[src/rtl/cru_master.sv]
// cru_master: CRU bus initiator for SBO/SBZ, TB, LDCR and STCR, one command at a time.
// Define CRU_PARITY_EN to report the odd parity of the transferred bits on rsp_parity.
module cru_master #(
    parameter int unsigned SETUP_CYC = 2,
    parameter int unsigned PULSE_CYC = 2,
    parameter int unsigned HOLD_CYC  = 1
) (
    input  logic        clk,
    input  logic        n_reset,
    input  logic        cmd_valid,
    output logic        cmd_ready,
    input  logic [1:0]  cmd_op,
    input  logic [11:0] cmd_addr,
    input  logic [3:0]  cmd_count,
    input  logic [15:0] cmd_wdata,
    output logic        rsp_valid,
    output logic [15:0] rsp_rdata,
    output logic        rsp_parity,
    output logic [11:0] cru_addr,
    output logic        cru_dout,
    input  logic        cru_din,
    output logic        cruclk
);

    localparam int unsigned CNT_W = 8;
    localparam logic [CNT_W-1:0] SETUP_LD = CNT_W'(SETUP_CYC - 1);
    localparam logic [CNT_W-1:0] PULSE_LD = CNT_W'(PULSE_CYC - 1);
    localparam logic [CNT_W-1:0] HOLD_LD  = CNT_W'(HOLD_CYC - 1);

    if (SETUP_CYC < 1 || SETUP_CYC > 256) begin : g_bad_setup
        $error("cru_master: SETUP_CYC must be 1..256");
    end
    if (PULSE_CYC < 1 || PULSE_CYC > 256) begin : g_bad_pulse
        $error("cru_master: PULSE_CYC must be 1..256");
    end
    if (HOLD_CYC < 1 || HOLD_CYC > 256) begin : g_bad_hold
        $error("cru_master: HOLD_CYC must be 1..256");
    end

    typedef enum logic [2:0] {
        ST_IDLE,
        ST_SETUP,
        ST_PULSE,
        ST_HOLD,
        ST_DONE
    } state_t;

    state_t           state_q, state_d;
    logic [CNT_W-1:0] cnt_q, cnt_d;
    logic [3:0]       idx_q, idx_d;
    logic [3:0]       last_q, last_d;
    logic             is_read_q, is_read_d;
    logic [11:0]      base_q, base_d;
    logic [15:0]      wdata_q, wdata_d;
    logic [15:0]      rdata_q, rdata_d;
    logic [11:0]      cru_addr_q, cru_addr_d;
    logic             cru_dout_q, cru_dout_d;
    logic             cruclk_q, cruclk_d;
    logic             rsp_valid_q, rsp_valid_d;
    logic             accept;
    logic             bit_done;

    assign cmd_ready = (state_q == ST_IDLE) && n_reset;
    assign accept    = (state_q == ST_IDLE) && cmd_valid;

    always_comb begin
        state_d     = state_q;
        cnt_d       = cnt_q;
        idx_d       = idx_q;
        last_d      = last_q;
        is_read_d   = is_read_q;
        base_d      = base_q;
        wdata_d     = wdata_q;
        rdata_d     = rdata_q;
        cru_addr_d  = cru_addr_q;
        cru_dout_d  = cru_dout_q;
        rsp_valid_d = 1'b0;
        bit_done    = 1'b0;

        case (state_q)
            ST_IDLE: begin
                if (accept) begin
                    state_d    = ST_SETUP;
                    cnt_d      = SETUP_LD;
                    is_read_d  = cmd_op[0];
                    base_d     = cmd_addr;
                    wdata_d    = cmd_wdata;
                    idx_d      = 4'd0;
                    // count 0 wraps to last index 15, i.e. 16 bits
                    last_d     = cmd_op[1] ? (cmd_count - 4'd1) : 4'd0;
                    cru_addr_d = cmd_addr;
                    cru_dout_d = cmd_op[0] ? 1'b0 : cmd_wdata[0];
                    rdata_d    = '0;
                end
            end
            ST_SETUP: begin
                if (cnt_q != '0) begin
                    cnt_d = cnt_q - 1'b1;
                end else if (is_read_q) begin
                    rdata_d[idx_q] = cru_din;
                    bit_done       = 1'b1;
                end else begin
                    state_d = ST_PULSE;
                    cnt_d   = PULSE_LD;
                end
            end
            ST_PULSE: begin
                if (cnt_q != '0) begin
                    cnt_d = cnt_q - 1'b1;
                end else begin
                    state_d = ST_HOLD;
                    cnt_d   = HOLD_LD;
                end
            end
            ST_HOLD: begin
                if (cnt_q != '0) begin
                    cnt_d = cnt_q - 1'b1;
                end else begin
                    bit_done = 1'b1;
                end
            end
            ST_DONE: begin
                state_d = ST_IDLE;
            end
            default: begin
                state_d = ST_IDLE;
            end
        endcase

        // Bus address and data move only here or on accept, never mid-strobe.
        if (bit_done) begin
            if (idx_q == last_q) begin
                state_d     = ST_DONE;
                rsp_valid_d = 1'b1;
            end else begin
                idx_d      = idx_q + 4'd1;
                cru_addr_d = base_q + {8'd0, idx_d};
                cru_dout_d = is_read_q ? 1'b0 : wdata_q[idx_d];
                state_d    = ST_SETUP;
                cnt_d      = SETUP_LD;
            end
        end

        cruclk_d = (state_d == ST_PULSE);
    end

    always_ff @(posedge clk) begin
        if (!n_reset) begin
            state_q     <= ST_IDLE;
            cnt_q       <= '0;
            idx_q       <= '0;
            last_q      <= '0;
            is_read_q   <= 1'b0;
            base_q      <= '0;
            wdata_q     <= '0;
            rdata_q     <= '0;
            cru_addr_q  <= '0;
            cru_dout_q  <= 1'b0;
            cruclk_q    <= 1'b0;
            rsp_valid_q <= 1'b0;
        end else begin
            state_q     <= state_d;
            cnt_q       <= cnt_d;
            idx_q       <= idx_d;
            last_q      <= last_d;
            is_read_q   <= is_read_d;
            base_q      <= base_d;
            wdata_q     <= wdata_d;
            rdata_q     <= rdata_d;
            cru_addr_q  <= cru_addr_d;
            cru_dout_q  <= cru_dout_d;
            cruclk_q    <= cruclk_d;
            rsp_valid_q <= rsp_valid_d;
        end
    end

`ifdef CRU_PARITY_EN
    logic parity_q, parity_d;
    logic bit_val;

    // Running XOR of each bit as it completes; final value is ready in DONE.
    always_comb begin
        bit_val  = is_read_q ? cru_din : wdata_q[idx_q];
        parity_d = parity_q;
        if (accept) begin
            parity_d = 1'b0;
        end else if (bit_done) begin
            parity_d = parity_q ^ bit_val;
        end
    end

    always_ff @(posedge clk) begin
        if (!n_reset) begin
            parity_q <= 1'b0;
        end else begin
            parity_q <= parity_d;
        end
    end

    assign rsp_parity = parity_q;
`else
    assign rsp_parity = 1'b0;
`endif

    assign rsp_valid = rsp_valid_q;
    assign rsp_rdata = rdata_q;
    assign cru_addr  = cru_addr_q;
    assign cru_dout  = cru_dout_q;
    assign cruclk    = cruclk_q;

endmodule

[config.mk]
export PLATFORM = sky130hd
export DESIGN_NAME = cru_master
export DESIGN_NICKNAME = d
export VERILOG_FILES = /design/src/rtl/cru_master.sv
export SDC_FILE = /design/constraint.sdc
export NUM_CORES = 1
export LEC_CHECK = 0
export ABC_AREA = 1
export BUFFER_PORTS_ARGS = -buffer_cell sky130_fd_sc_hd__buf_2
export CORE_ASPECT_RATIO = 0.8
export CORE_UTILIZATION = 30
export CTS_BUF_LIST = sky130_fd_sc_hd__clkbuf_16
export DETAILED_ROUTE_END_ITERATION = 7
export SYNTH_ARGS = -nofsm -noshare
export SYNTH_HDL_FRONTEND = slang
export SYNTH_SLANG_ARGS = --single-unit
export TNS_END_PERCENT = 5
[constraint.sdc]
create_clock -name clk -period 2.5 [get_ports clk]
set_input_delay 0.125 -clock clk [delete_from_list [all_inputs] [get_ports clk]]
set_output_delay 0.125 -clock clk [all_outputs]
set_load 0.005 [all_outputs]
Yosys cells after proc, flatten, opt, wreduce, memory -nomap -nowiden:

Cells that the tools add are included.

* flip-flop bits (word level): 79

* add/sub/neg operators: 4
* magnitude comparators: 3
* equal/unequal tests: 8
* multiplexer cells: 44
* reduce and logical (&&, ||, !) cells: 9

Operator list (number)
* $mux W8: 7
* $mux W12: 4
* $mux W16: 3
* $pmux W16 S2: 1
* $pmux W8 S4: 1
* $mux W4: 5
* $mux W3: 6
* $bwmux W16: 1
* $add A12 B4 Y12: 1
* $mux W1: 12
* $pmux W3 S4: 1
* $lt A4 B5 Y1 const B: 2
* $eq A3 B2 Y1 const B: 3
* $reduce_bool A8 Y1: 1
* $sub A8 B1 Y8 const B: 1
* $ne A2 B2 Y1 const B: 3
* $add A4 B1 Y4 const B: 1
* $bmux W1 S4: 1
* $demux W1 S4: 1
* $eq A4 B4 Y1: 1
* $ge A4 B1 Y1 const B: 1
* $reduce_and A2 Y1: 2
* $reduce_and A4 Y1: 1
* $sub A4 B1 Y4 const B: 1
* 5 further kinds: 7

Longest topological paths before layout:

* depth after elaboration: 8
* mapped depth: 16

Least setup slack after synthesis:

OpenSTA, ideal clock, no wires.

* path kind: reg2reg
* from: register idx_q[0]
* to: register cru_addr_q[6], in the netlist cru_addr[6]
* library setup time: 113 ps
* arrival: 1998 ps
* required time: 2387 ps
* path slack: 390 ps
* cell stages (with the launch flop): 11
* path buffers: 0
* clock period less this slack: 2110 ps
* path through: dfxtp_1 -> inv_2 -> ha_1 -> fa_1 -> nand3_1 -> nand3_1 -> nand2_1 -> xor2_1 -> nand2_1 -> nand2_1 -> nor2_1

* cells in the longest elaborated chain, start to end: 4

RTL lines
* start, declared: RTL line 50 `logic [3:0] idx_q, idx_d;`
* start signal, assigned: RTL line 164 `idx_q <= idx_d;`
* $add A4 B1 Y4: RTL line 136 `idx_d = idx_q + 4'd1;`
* $add A12 B4 Y12: RTL line 137 `cru_addr_d = base_q + {8'd0, idx_d};`
* $mux W12 (*): RTL line 132 `if (idx_q == last_q) begin`
* $mux W12 (*): RTL line 131 `if (bit_done) begin`
* end signal, assigned: RTL line 170 `cru_addr_q <= cru_addr_d;`
* end, declared: RTL line 56 `logic [11:0] cru_addr_q, cru_addr_d;`

Mark *: on every way between the ends. The rest lies on a longest branch, timed or not.
A chain may end at the register's enable or synchronous reset.

Worst setup path in the final report:

* from: register idx_q[1]
* to: register cru_addr_q[11], in the netlist cru_addr[11]

Same word-level chain as after synthesis.

==> impl_metrics.tcl <==
set metrics [dict create \
    num_rows 39 \
    io_buffers 69 \
    clk_path_buf_depth 2 \
    worst_slew_pin_slew_ns 0.528 \
    syn2layout_area_growth_pct 16.1 \
    finalSetupViolCount 0 \
    cts_hold_buf 0 \
    hpwl_mm 8.78 \
    holdCritPathClass "in -> reg" \
    grt-ovfl-total 0 \
    yosys-top-cells-area "dfxtp_1 35%, nand2_1 15%, nand3_1 8.3%" \
    final.setup.tns_ns 0 \
    rsz0062_at_grt "no" \
    grt_pass1_wl_mm 19.9 \
    place_worst_setup_slack_ns 0.308 \
    yosysUniqueCellTypes 41 \
    period_share 0.880 \
    outcome "completed" \
    ys_ff_latch 79 \
    die_w_um 140 \
    diodes 0 \
    final_util 0.362 \
    finalHoldViolCount 0 \
    end_kind "flip-flop" \
    htreeDepth 3 \
    drc 0 \
    layout.nets 792 \
    grt_usage 0.159 \
    path_depth 14 \
    synth_edf_count 0 \
    grt_start_max_net_pins 42 \
    whs_path_depth 3 \
    finalWirelength_mm 11.9 \
    critPathMaxStageDelay_ns 0.38 \
    rr_worst_depth 14 \
    power_density_nw_per_um2 962 \
    cts_resized 0 \
    yosysWarningCount 0 \
    fmax_ghz 0.454 \
    viasPerCell 4.65 \
    netlist_area_um2 4540 \
    syn_nets 730 \
    synth.top_cell.area_share 0.348 \
    yosys_most_used_dff "dfxtp_1" \
    maxSlewHeadroom 0.647 \
    power_mw 5.07 \
    crit_family "simple AND/OR/NAND/NOR gates" \
    dieArea_um2 15600 \
    syn_inst 679 \
    cts.sinks 79 \
    antenna_found_initial 0 \
    synth_area_per_cell_um2 6.69 \
    first_global_vias 3957 \
    path_common_cell "nand2_1" \
    cp.required_ns 2.74 \
    core_area_um2 14500 \
    max_cap_viol_count 0 \
    cp.arrival_ns 2.44 \
    period_minus_slack_ns 2.20 \
    yosys-top-cells-count "181 x nand2_1, 87 x inv_1, 79 x dfxtp_1" \
    first_pass_iters 7 \
    synth-seq-area-share 0.348 \
    initial_core_util 0.312 \
    root_buffer "clkbuf_16" \
    crit_type "reg -> reg" \
    slew_violations 0 \
    crit_fanout 6 \
    leakagePower_nw 2.52 \
    cts_buffers 9 \
    crit_chain "ha_1, inv_1, nand2_1, nand2_1, inv_1, ha_1, nand2_1, nand3_1, nand2_1, nand2_1, nand3_1, nand3_1, nand2_1, inv_1" \
    ios 71 \
    drive_gt1_frac 0.173 \
    cts_tree "yes" \
    yosys.area.top_type "dfxtp_1" \
    fin_ws_ns 0.300 \
    ant_nets 0 \
    drt_iter0_markers 210 \
    startpoint_type "flip-flop" \
    cp_num_buf_inv 3 \
    clk_latency_ns 0.34 \
    vias 4322 \
    worst_clock_skew_ns 0.00416 \
    post_cts_buffers 0 \
    die_h_um 112 \
    ir_worst_vdd_uv 386 \
    gp_congestion 0.842 \
    clkTransAtPathRegs_ns 0.06 \
    synth-async-reset-ratio 0 \
    wire_per_inst_um 12.8 \
    synth.most_common_cell "nand2_1" \
    cp_slowest_cell "ha_1" \
]
## area by class of cell
cell class              instances  area [um2]
fillers                      1609        9270
flip-flops and latches         79        1580
well taps                     184         230
clock inverters                 6        28.8
multi-input cells             479        2420
clock buffers                   9         225
inverters                      95         367
repair buffers                 77         418
## sequential cells by signal (all words and copies together) (netlist names), 3 cells and up
register,flops
wdata_q,16
cru_addr,12
cnt_q,8
last_q,4
idx_q,4
state_q,3
base_q,12
rsp_rdata,16
## metal layers
| metal | part of all wire | vias to the layer above | global-route usage |
|---|---|---|---|
| met2 | 0.41 | 86 | 0.235 |
| met5 | 0 | - | 0 |
| li1 | - | 2290 | - |
| met4 | 0.0098 | 0 | 0.0330 |
| met3 | 0.045 | 11 | 0.0427 |
| met1 | 0.53 | 1935 | 0.232 |
## logic make-up (layout without fill, tap and decap cells)
family                     count (synthesis)  count (layout)  share of synthesized area
AOI/OAI and AO/OA                         81              81                      0.103
xor gates and xnor gates                   8               8                     0.0154
adders and majority gates                 13              13                     0.0375
buffers and inverters                    121             187                      0.119
DFF                                       79              79                      0.348
other                                      1               1                   0.000826
and+or+nand+nor                          376             376                      0.376
## report_power, final
group	leakage [nW]	internal, mW	total (mW)	switching (mW)
sequential	0.646	1.53	1.72	0.195
combinational	1.75	0.711	2.16	1.45
clock	0.124	0.653	1.18	0.530
## worst paths after layout
| path | from | endpoint | slack [ns] |
|---|---|---|---|
| worst max register to register | idx_q[1]$_SDFF_PN0_ | cru_addr[11]$_SDFF_PN0_ | 0.30 |
| worst min register to register | base_q[0]$_SDFFE_PN0P_ | base_q[0]$_SDFFE_PN0P_ | 0.45 |
| worst min-delay path | cmd_wdata[9] | wdata_q[9]$_SDFFE_PN0P_ | 0.03 |
| worst max-delay path | idx_q[1]$_SDFF_PN0_ | cru_addr[11]$_SDFF_PN0_ | 0.30 |
## metrics by stage
step / instances / area [um2] / hold slack, ns
after global placement: 914 / 5010 / 0.369
after global routing: 929 / 5270 / 0.0435
after CTS: 929 / 5270 / 0.0253
final: 929 / 5270 / 0.0319
after floorplan: 679 / 4540 / 0.260
after detailed placement: 914 / 5010 / 0.379
## cells in the final DEF (no fill, tap or decap), types with 5 or more instances in the layout
master     synthesis  layout
buf_4              6       7
buf_2             11      69
o22ai_1            6       6
inv_2              5       5
xor2_1             6       6
nor2_4             5       5
ha_1              12      12
dfxtp_1           79      79
nor3_1             5       5
nand4_1           19      19
inv_1             87      87
a21oi_1           32      32
nor2_1            69      69
nand2_2            9       9
nand3_1           75      75
o21ai_0           25      25
nand2_1          181     181
clkbuf_16          0       9
## tightest hold or removal path, cell delays in order
cell	delay [ns]
buf_2	0.08
nor2_1	0.05
nor2_1	0.08
Note: power is estimated with default switching activity, not from simulation.
